===== config.mk =====
export PLATFORM = sky130hd
export DESIGN_NAME = mem_port_arbiter_flat
export DESIGN_NICKNAME = d
export VERILOG_FILES = /design/src/rtl/mem_port_arbiter_if.sv /design/src/rtl/mem_port_arbiter.sv /design/src/flat_wrapper.sv
export SDC_FILE = /design/constraint.sdc
export NUM_CORES = 1
export LEC_CHECK = 0
export CORE_MARGIN = 2
export CORE_UTILIZATION = 45
export CTS_BUF_LIST = sky130_fd_sc_hd__clkbuf_8
export DETAILED_ROUTE_END_ITERATION = 10
export PLACE_DENSITY = 0.84
export SETUP_SLACK_MARGIN = 0.1
export SKIP_CTS_REPAIR_TIMING = 1
export SYNTH_ARGS = -nofsm -noshare
export SYNTH_HDL_FRONTEND = slang
export SYNTH_SLANG_ARGS = --single-unit

===== constraint.sdc =====
create_clock -name clk -period 7.15 [get_ports clk]
set_input_delay 1.0725 -clock clk [delete_from_list [all_inputs] [get_ports clk]]
set_output_delay 1.0725 -clock clk [all_outputs]
set_load 0.1 [all_outputs]

===== src/rtl/mem_port_arbiter_if.sv =====
// Bundle of request/response signals between the pipeline stages, the arbiter and the memory port.
// master = pipeline stages plus memory model, slave = arbiter.
interface mem_port_arbiter_if #(
  parameter int ADDR_W = 32,
  parameter int DATA_W = 32
);
  logic              if_req;
  logic [ADDR_W-1:0] if_addr;
  logic [DATA_W-1:0] if_rdata;
  logic              if_ready;

  logic              dm_req;
  logic              dm_we;
  logic [ADDR_W-1:0] dm_addr;
  logic [DATA_W-1:0] dm_wdata;
  logic [DATA_W-1:0] dm_rdata;
  logic              dm_ready;

  logic              mem_en;
  logic              mem_we;
  logic [ADDR_W-1:0] mem_addr;
  logic [DATA_W-1:0] mem_wdata;
  logic [DATA_W-1:0] mem_rdata;

  logic              stall_if;
  logic              stall_mem;

  modport master (
    output if_req, if_addr, dm_req, dm_we, dm_addr, dm_wdata, mem_rdata,
    input  if_rdata, if_ready, dm_rdata, dm_ready,
           mem_en, mem_we, mem_addr, mem_wdata, stall_if, stall_mem
  );

  modport slave (
    input  if_req, if_addr, dm_req, dm_we, dm_addr, dm_wdata, mem_rdata,
    output if_rdata, if_ready, dm_rdata, dm_ready,
           mem_en, mem_we, mem_addr, mem_wdata, stall_if, stall_mem
  );
endinterface


===== src/rtl/mem_port_arbiter.sv =====
// Arbitrates the unified single-port memory between instruction fetch and data memory.
// One fixed-latency access at a time; completion is a one-cycle ready pulse with registered data.
module mem_port_arbiter #(
  parameter int ADDR_W  = 32,
  parameter int DATA_W  = 32,
  parameter int MEM_LAT = 2
) (
  input  logic              clk,
  input  logic              rst,
  mem_port_arbiter_if.slave bus
);
  localparam int                CNT_W     = (MEM_LAT > 1) ? $clog2(MEM_LAT) : 1;
  localparam logic [CNT_W-1:0]  CNT_INIT  = CNT_W'(MEM_LAT - 1);
  localparam logic [ADDR_W-1:0] ADDR_ZERO = '0;
  localparam logic [DATA_W-1:0] DATA_ZERO = '0;

  typedef enum logic [1:0] {IDLE, BUSY_IF, BUSY_DM} state_t;

  state_t           state, state_n;
  logic [CNT_W-1:0] cnt, cnt_n;
  logic             last_dm;
  logic             if_elig, dm_elig;
  logic             grant_if, grant_dm, done;

  // A requester still showing its ready pulse is dropping req; do not grant it again.
  assign if_elig = bus.if_req & ~bus.if_ready;
  assign dm_elig = bus.dm_req & ~bus.dm_ready;

  assign bus.stall_if  = bus.if_req & ~bus.if_ready;
  assign bus.stall_mem = bus.dm_req & ~bus.dm_ready;

  // NOTE: every always_comb output gets a default first so no path leaves it unassigned (no latch).
  always_comb begin
    state_n  = state;
    cnt_n    = cnt;
    grant_if = 1'b0;
    grant_dm = 1'b0;
    done     = 1'b0;
    case (state)
      IDLE: begin
        if (dm_elig && (!if_elig || !last_dm)) begin
          grant_dm = 1'b1;
          state_n  = BUSY_DM;
          cnt_n    = CNT_INIT;
        end else if (if_elig) begin
          grant_if = 1'b1;
          state_n  = BUSY_IF;
          cnt_n    = CNT_INIT;
        end
      end
      BUSY_IF, BUSY_DM: begin
        if (cnt == '0) begin
          done    = 1'b1;
          state_n = IDLE;
        end else begin
          cnt_n = cnt - 1'b1;
        end
      end
      default: state_n = IDLE;
    endcase
  end

  // NOTE: sequential state uses non-blocking assignments so every flop samples pre-edge values.
  always_ff @(posedge clk or posedge rst) begin
    if (rst) begin
      state <= IDLE;
      cnt   <= '0;
    end else begin
      state <= state_n;
      cnt   <= cnt_n;
    end
  end

  always_ff @(posedge clk or posedge rst) begin
    if (rst) begin
      last_dm       <= 1'b0;
      bus.mem_en    <= 1'b0;
      bus.mem_we    <= 1'b0;
      bus.mem_addr  <= ADDR_ZERO;
      bus.mem_wdata <= DATA_ZERO;
      bus.if_rdata  <= DATA_ZERO;
      bus.dm_rdata  <= DATA_ZERO;
      bus.if_ready  <= 1'b0;
      bus.dm_ready  <= 1'b0;
    end else begin
      bus.if_ready <= done && (state == BUSY_IF);
      bus.dm_ready <= done && (state == BUSY_DM);
      if (grant_dm) begin
        last_dm       <= 1'b1;
        bus.mem_en    <= 1'b1;
        bus.mem_we    <= bus.dm_we;
        bus.mem_addr  <= bus.dm_addr;
        bus.mem_wdata <= bus.dm_wdata;
      end else if (grant_if) begin
        last_dm      <= 1'b0;
        bus.mem_en   <= 1'b1;
        bus.mem_we   <= 1'b0;
        bus.mem_addr <= bus.if_addr;
      end else if (done) begin
        // Writes leave dm_rdata untouched; mem_addr stays on the last address.
        if (state == BUSY_IF)  bus.if_rdata <= bus.mem_rdata;
        else if (!bus.mem_we)  bus.dm_rdata <= bus.mem_rdata;
        bus.mem_en <= 1'b0;
        bus.mem_we <= 1'b0;
      end
    end
  end
endmodule


===== src/flat_wrapper.sv =====
// flat-port wrapper written by rule: the top's interface ports become plain ports
module mem_port_arbiter_flat 
#(
  parameter int ADDR_W  = 32,
  parameter int DATA_W  = 32,
  parameter int MEM_LAT = 2
)
  (clk, rst, bus_if_req, bus_if_addr, bus_dm_req, bus_dm_we, bus_dm_addr, bus_dm_wdata, bus_mem_rdata, bus_if_rdata, bus_if_ready, bus_dm_rdata, bus_dm_ready, bus_mem_en, bus_mem_we, bus_mem_addr, bus_mem_wdata, bus_stall_if, bus_stall_mem);
  mem_port_arbiter_if #(.ADDR_W(ADDR_W), .DATA_W(DATA_W)) bus_i ();
  input  logic clk;
  input  logic rst;
  input wire logic [$bits(bus_i.if_req)-1:0] bus_if_req;
  input wire logic [$bits(bus_i.if_addr)-1:0] bus_if_addr;
  input wire logic [$bits(bus_i.dm_req)-1:0] bus_dm_req;
  input wire logic [$bits(bus_i.dm_we)-1:0] bus_dm_we;
  input wire logic [$bits(bus_i.dm_addr)-1:0] bus_dm_addr;
  input wire logic [$bits(bus_i.dm_wdata)-1:0] bus_dm_wdata;
  input wire logic [$bits(bus_i.mem_rdata)-1:0] bus_mem_rdata;
  output wire logic [$bits(bus_i.if_rdata)-1:0] bus_if_rdata;
  output wire logic [$bits(bus_i.if_ready)-1:0] bus_if_ready;
  output wire logic [$bits(bus_i.dm_rdata)-1:0] bus_dm_rdata;
  output wire logic [$bits(bus_i.dm_ready)-1:0] bus_dm_ready;
  output wire logic [$bits(bus_i.mem_en)-1:0] bus_mem_en;
  output wire logic [$bits(bus_i.mem_we)-1:0] bus_mem_we;
  output wire logic [$bits(bus_i.mem_addr)-1:0] bus_mem_addr;
  output wire logic [$bits(bus_i.mem_wdata)-1:0] bus_mem_wdata;
  output wire logic [$bits(bus_i.stall_if)-1:0] bus_stall_if;
  output wire logic [$bits(bus_i.stall_mem)-1:0] bus_stall_mem;
  assign bus_i.if_req = bus_if_req;
  assign bus_i.if_addr = bus_if_addr;
  assign bus_i.dm_req = bus_dm_req;
  assign bus_i.dm_we = bus_dm_we;
  assign bus_i.dm_addr = bus_dm_addr;
  assign bus_i.dm_wdata = bus_dm_wdata;
  assign bus_i.mem_rdata = bus_mem_rdata;
  assign bus_if_rdata = bus_i.if_rdata;
  assign bus_if_ready = bus_i.if_ready;
  assign bus_dm_rdata = bus_i.dm_rdata;
  assign bus_dm_ready = bus_i.dm_ready;
  assign bus_mem_en = bus_i.mem_en;
  assign bus_mem_we = bus_i.mem_we;
  assign bus_mem_addr = bus_i.mem_addr;
  assign bus_mem_wdata = bus_i.mem_wdata;
  assign bus_stall_if = bus_i.stall_if;
  assign bus_stall_mem = bus_i.stall_mem;
  mem_port_arbiter #(.ADDR_W(ADDR_W), .DATA_W(DATA_W), .MEM_LAT(MEM_LAT)) u_core (.clk(clk), .rst(rst), .bus(bus_i));
endmodule

==> reports/summary.log <==
INFO  global_routing globalRouteOverflowTotal=0
INFO  timing         timing.final.setup_violations=0
INFO  worst_setup_path critPathMaxFanout=3
INFO  final_layout   antennaDiodeCount=0
INFO  synthesis      netlist-cell-type-count=30
INFO  clock_network  path_clk_slew=70ps
INFO  worst_setup_path crit_type=in -> out
INFO  synthesis      yosys_warnings=0
INFO  timing         worst_slew_pin_slew=1050ps
INFO  worst_setup_path worst_setup_path_end_kind=primary output
INFO  synthesis      synth_cells=387
INFO  timing         final_critical_path_setup_slack=3160ps
INFO  worst_setup_path worstPathArrival=2920ps
INFO  die            die_w=113um
INFO  timing         unrepaired_setup_endpoints_after_global_routing=false
INFO  placement      detailed_place_hpwl=10.8mm
INFO  routing        wl_per_cell=18.0um
INFO  worst_setup_path max_stage_delay=1130ps
INFO  timing         timing.slew.headroom=29.6%
INFO  status         outcome=complete, no violations
INFO  routing        drt_pre_antenna_iters=4
INFO  routing        ant_nets=0
INFO  routing        vias_per_cell=5.09
INFO  synthesis      sequential_cell_area_fraction_in_the_yosys_report=63.1%
INFO  final_layout   area_delta_synth_final=57.8%
INFO  placement      post-place-ws=3180ps
INFO  placement      io_buffer_count=266
INFO  timing         finalSetupTns=0ps
INFO  timing         achievable-frequency=0.250GHz
INFO  clock_network  clkSinkCount=136
INFO  synthesis      syn_area=0.00539mm^2
INFO  die            dieHeight=113um
INFO  global_routing global_route_wire_length_before_repair=22.9mm
INFO  run            drv_cap=0
INFO  placement      gpl.final_weighted_congestion=0.815
INFO  timing         drv_slew=0
INFO  worst_setup_path critical-path-top-cell-by-count=sky130_fd_sc_hd__clkdlybuf4s50_1
INFO  clock_network  cts_tree=done
INFO  timing         period_needed=3990ps
INFO  synthesis      synth_fp_nets=524
INFO  clock_network  cts_made_buffers=17
INFO  die            rows=39
INFO  final_layout   fraction_of_final_layout_cells_sized_beyond_drive_strength_1=11.6%
INFO  routing        detail_route.drc_violations=0
INFO  global_routing overall_track_demand_over_capacity_in_global_routing=23.3%
INFO  clock_network  cts_max_level=4
INFO  timing         report.final.hold_viol_count=0
INFO  timing         final.period_utilization=55.8%
INFO  global_routing grt_pass1_vias=4,478
INFO  synthesis      synth-edff-count=0
INFO  final_layout   finish.net_count=788
INFO  timing         fin_skew=6.42ps
INFO  worst_setup_path critPathSlowestCell=sky130_fd_sc_hd__clkdlybuf4s50_1
INFO  synthesis      synth.avg_cell_area=13.9um^2
INFO  die            die-area=0.0129mm^2
INFO  global_routing grt_antenna_before_repair=0
INFO  global_routing grt_start_max_net_pins=76
INFO  worst_setup_path crit_path_required_time=6080ps
INFO  synthesis      yosys_register_bits=136
INFO  routing        drt-total-wl=14.5mm
INFO  worst_hold_path timing.hold.worst.class=reg -> reg
INFO  synthesis      ys_async_sr_fraction=100%
INFO  synthesis      synth_flop_cell=sky130_fd_sc_hd__dfrtp_1
INFO  die            coreArea=0.0116mm^2
INFO  die            floorplan.initialDensity=46.6%
INFO  routing        vias=4,110
INFO  clock_network  cts-root-buf=sky130_fd_sc_hd__clkbuf_8
INFO  clock_network  clock_tree.buffer_depth=2
INFO  worst_setup_path crit_path_start_kind=input pin
INFO  worst_setup_path path_cells=clkdlybuf4s50_1 -> nand2b_2 -> inv_2 -> clkdlybuf4s50_1
INFO  final_layout   num-fill-cells=786
INFO  clock_network  clock_insertion_delay_worst_skew=430ps
INFO  die            pin_count=267
INFO  routing        initialDrtViolationCount=186
==> final timing paths <==
path | from | to | slack (ps) | cells after the start
worst max-delay path | bus_if_req | bus_stall_if | 3160 | 4
worst min-delay path | u_core.bus.mem_addr[4] | u_core.bus.mem_addr[4] | 480 | 2
max in group asynchronous | rst | u_core.bus.if_rdata[25] | 4570 | 3
min in group asynchronous | rst | u_core.bus.mem_wdata[11] | 1120 | 2
worst max register to register | u_core.state[0] | u_core.bus.mem_addr[1] | 4700 | 6
worst min register to register | u_core.bus.mem_addr[4] | u_core.bus.mem_addr[4] | 480 | 2
==> Yosys cell counts, drive strengths merged, types with 2 or more instances <==
master	number	area, um^2
o21ai	33	176
mux2	96	1080
dfrtp	136	3400
clkbuf	7	26.3
nand2b	3	28.8
nor2	2	7.51
ha	4	50.1
buf	17	148
nand2	40	165
o22ai	32	200
inv	6	22.5
==> metal layers <==
| layer | vias up | part of all wire [%] | routed length [um] | global-route usage, % |
|---|---|---|---|---|
| met5 | - | 0 | 0 | 0 |
| met4 | 0 | 2.7 | 387 | 9.43 |
| met3 | 30 | 8.5 | 1240 | 9.35 |
| met2 | 178 | 50 | 7270 | 39.6 |
| met1 | 2000 | 39 | 5590 | 26.2 |
| li1 | 1902 | - | - | - |
==> flip-flops by register name (all words and copies together) (netlist names) <==
| register | count |
|---|---|
| u_core.bus.dm_rdata | 32 |
| u_core.bus.dm_ready | 1 |
| u_core.bus.if_rdata | 32 |
| u_core.bus.if_ready | 1 |
| u_core.bus.mem_addr | 32 |
| u_core.bus.mem_en | 1 |
| u_core.bus.mem_wdata | 32 |
| u_core.bus.mem_we | 1 |
| u_core.cnt | 1 |
| u_core.last_dm | 1 |
| u_core.state | 2 |
==> critical path: cells and delay by family <==
family	cells	cell delay (ps)
buffers and inverters	3	1740
and+or+nand+nor	1	100
==> area by class of cell <==
cell class                      count  area, um^2  area share [%]
Sequential cell                   136        3400            40.0
Timing Repair Buffer              269        2690            31.6
Multi-Input combinational cell    221        1790            21.1
Clock buffer                       21         289            3.40
Tap cell                          143         179            2.10
Clock inverter                     11         130            1.53
Inverter                            6        25.0           0.294
==> kinds of logic (layout without fill, tap and decap cells) <==
| kind of cell | count (synthesis) | in the layout | synth area share [%] |
|---|---|---|---|
| flip-flops | 136 | 136 | 63.1 |
| multiplexers | 96 | 96 | 20.1 |
| AO/OA/AOI/OAI | 71 | 71 | 7.85 |
| AND/OR/NAND/NOR | 50 | 50 | 4.39 |
| buffers and inverters | 30 | 307 | 3.64 |
| adder cells (fa/ha/maj) | 4 | 4 | 0.929 |
==> per-stage QoR <==
| stage | cell area (um^2) | std cells | utilization [%] | hold WS [ps] |
|---|---|---|---|---|
| global placement | 8080 | 775 | 69.9 | 463 |
| finish | 8500 | 807 | 73.5 | 480 |
| floorplan | 5390 | 387 | - | 450 |
| global route | 8500 | 807 | 73.5 | 508 |
| detailed placement | 8080 | 775 | 69.9 | 471 |
| CTS | 8500 | 807 | 73.5 | 487 |
==> placed cells by master, fill, tap and decap left out, drive strengths merged <==
| master | count |
|---|---|
| a22o | 1 |
| nand2 | 40 |
| a21oi | 1 |
| clkbuf | 21 |
| a31oi | 1 |
| nand2b | 3 |
| buf | 3 |
| mux2 | 96 |
| clkinvlp | 2 |
| o22ai | 32 |
| nand3b | 1 |
| and3 | 1 |
| nand3 | 1 |
| a21o | 1 |
| inv | 10 |
| nor2b | 1 |
| dfrtp | 136 |
| ha | 4 |
| bufinv | 3 |
| clkdlybuf4s50 | 266 |
| nor3 | 1 |
| a32o | 1 |
| o2bb2ai | 1 |
| o21ai | 33 |
| nor2 | 2 |
| clkinv | 2 |
Power is left out: the tool's default activity adds up to more than one toggle a clock period on the data nets, which glitch-free logic cannot reach.
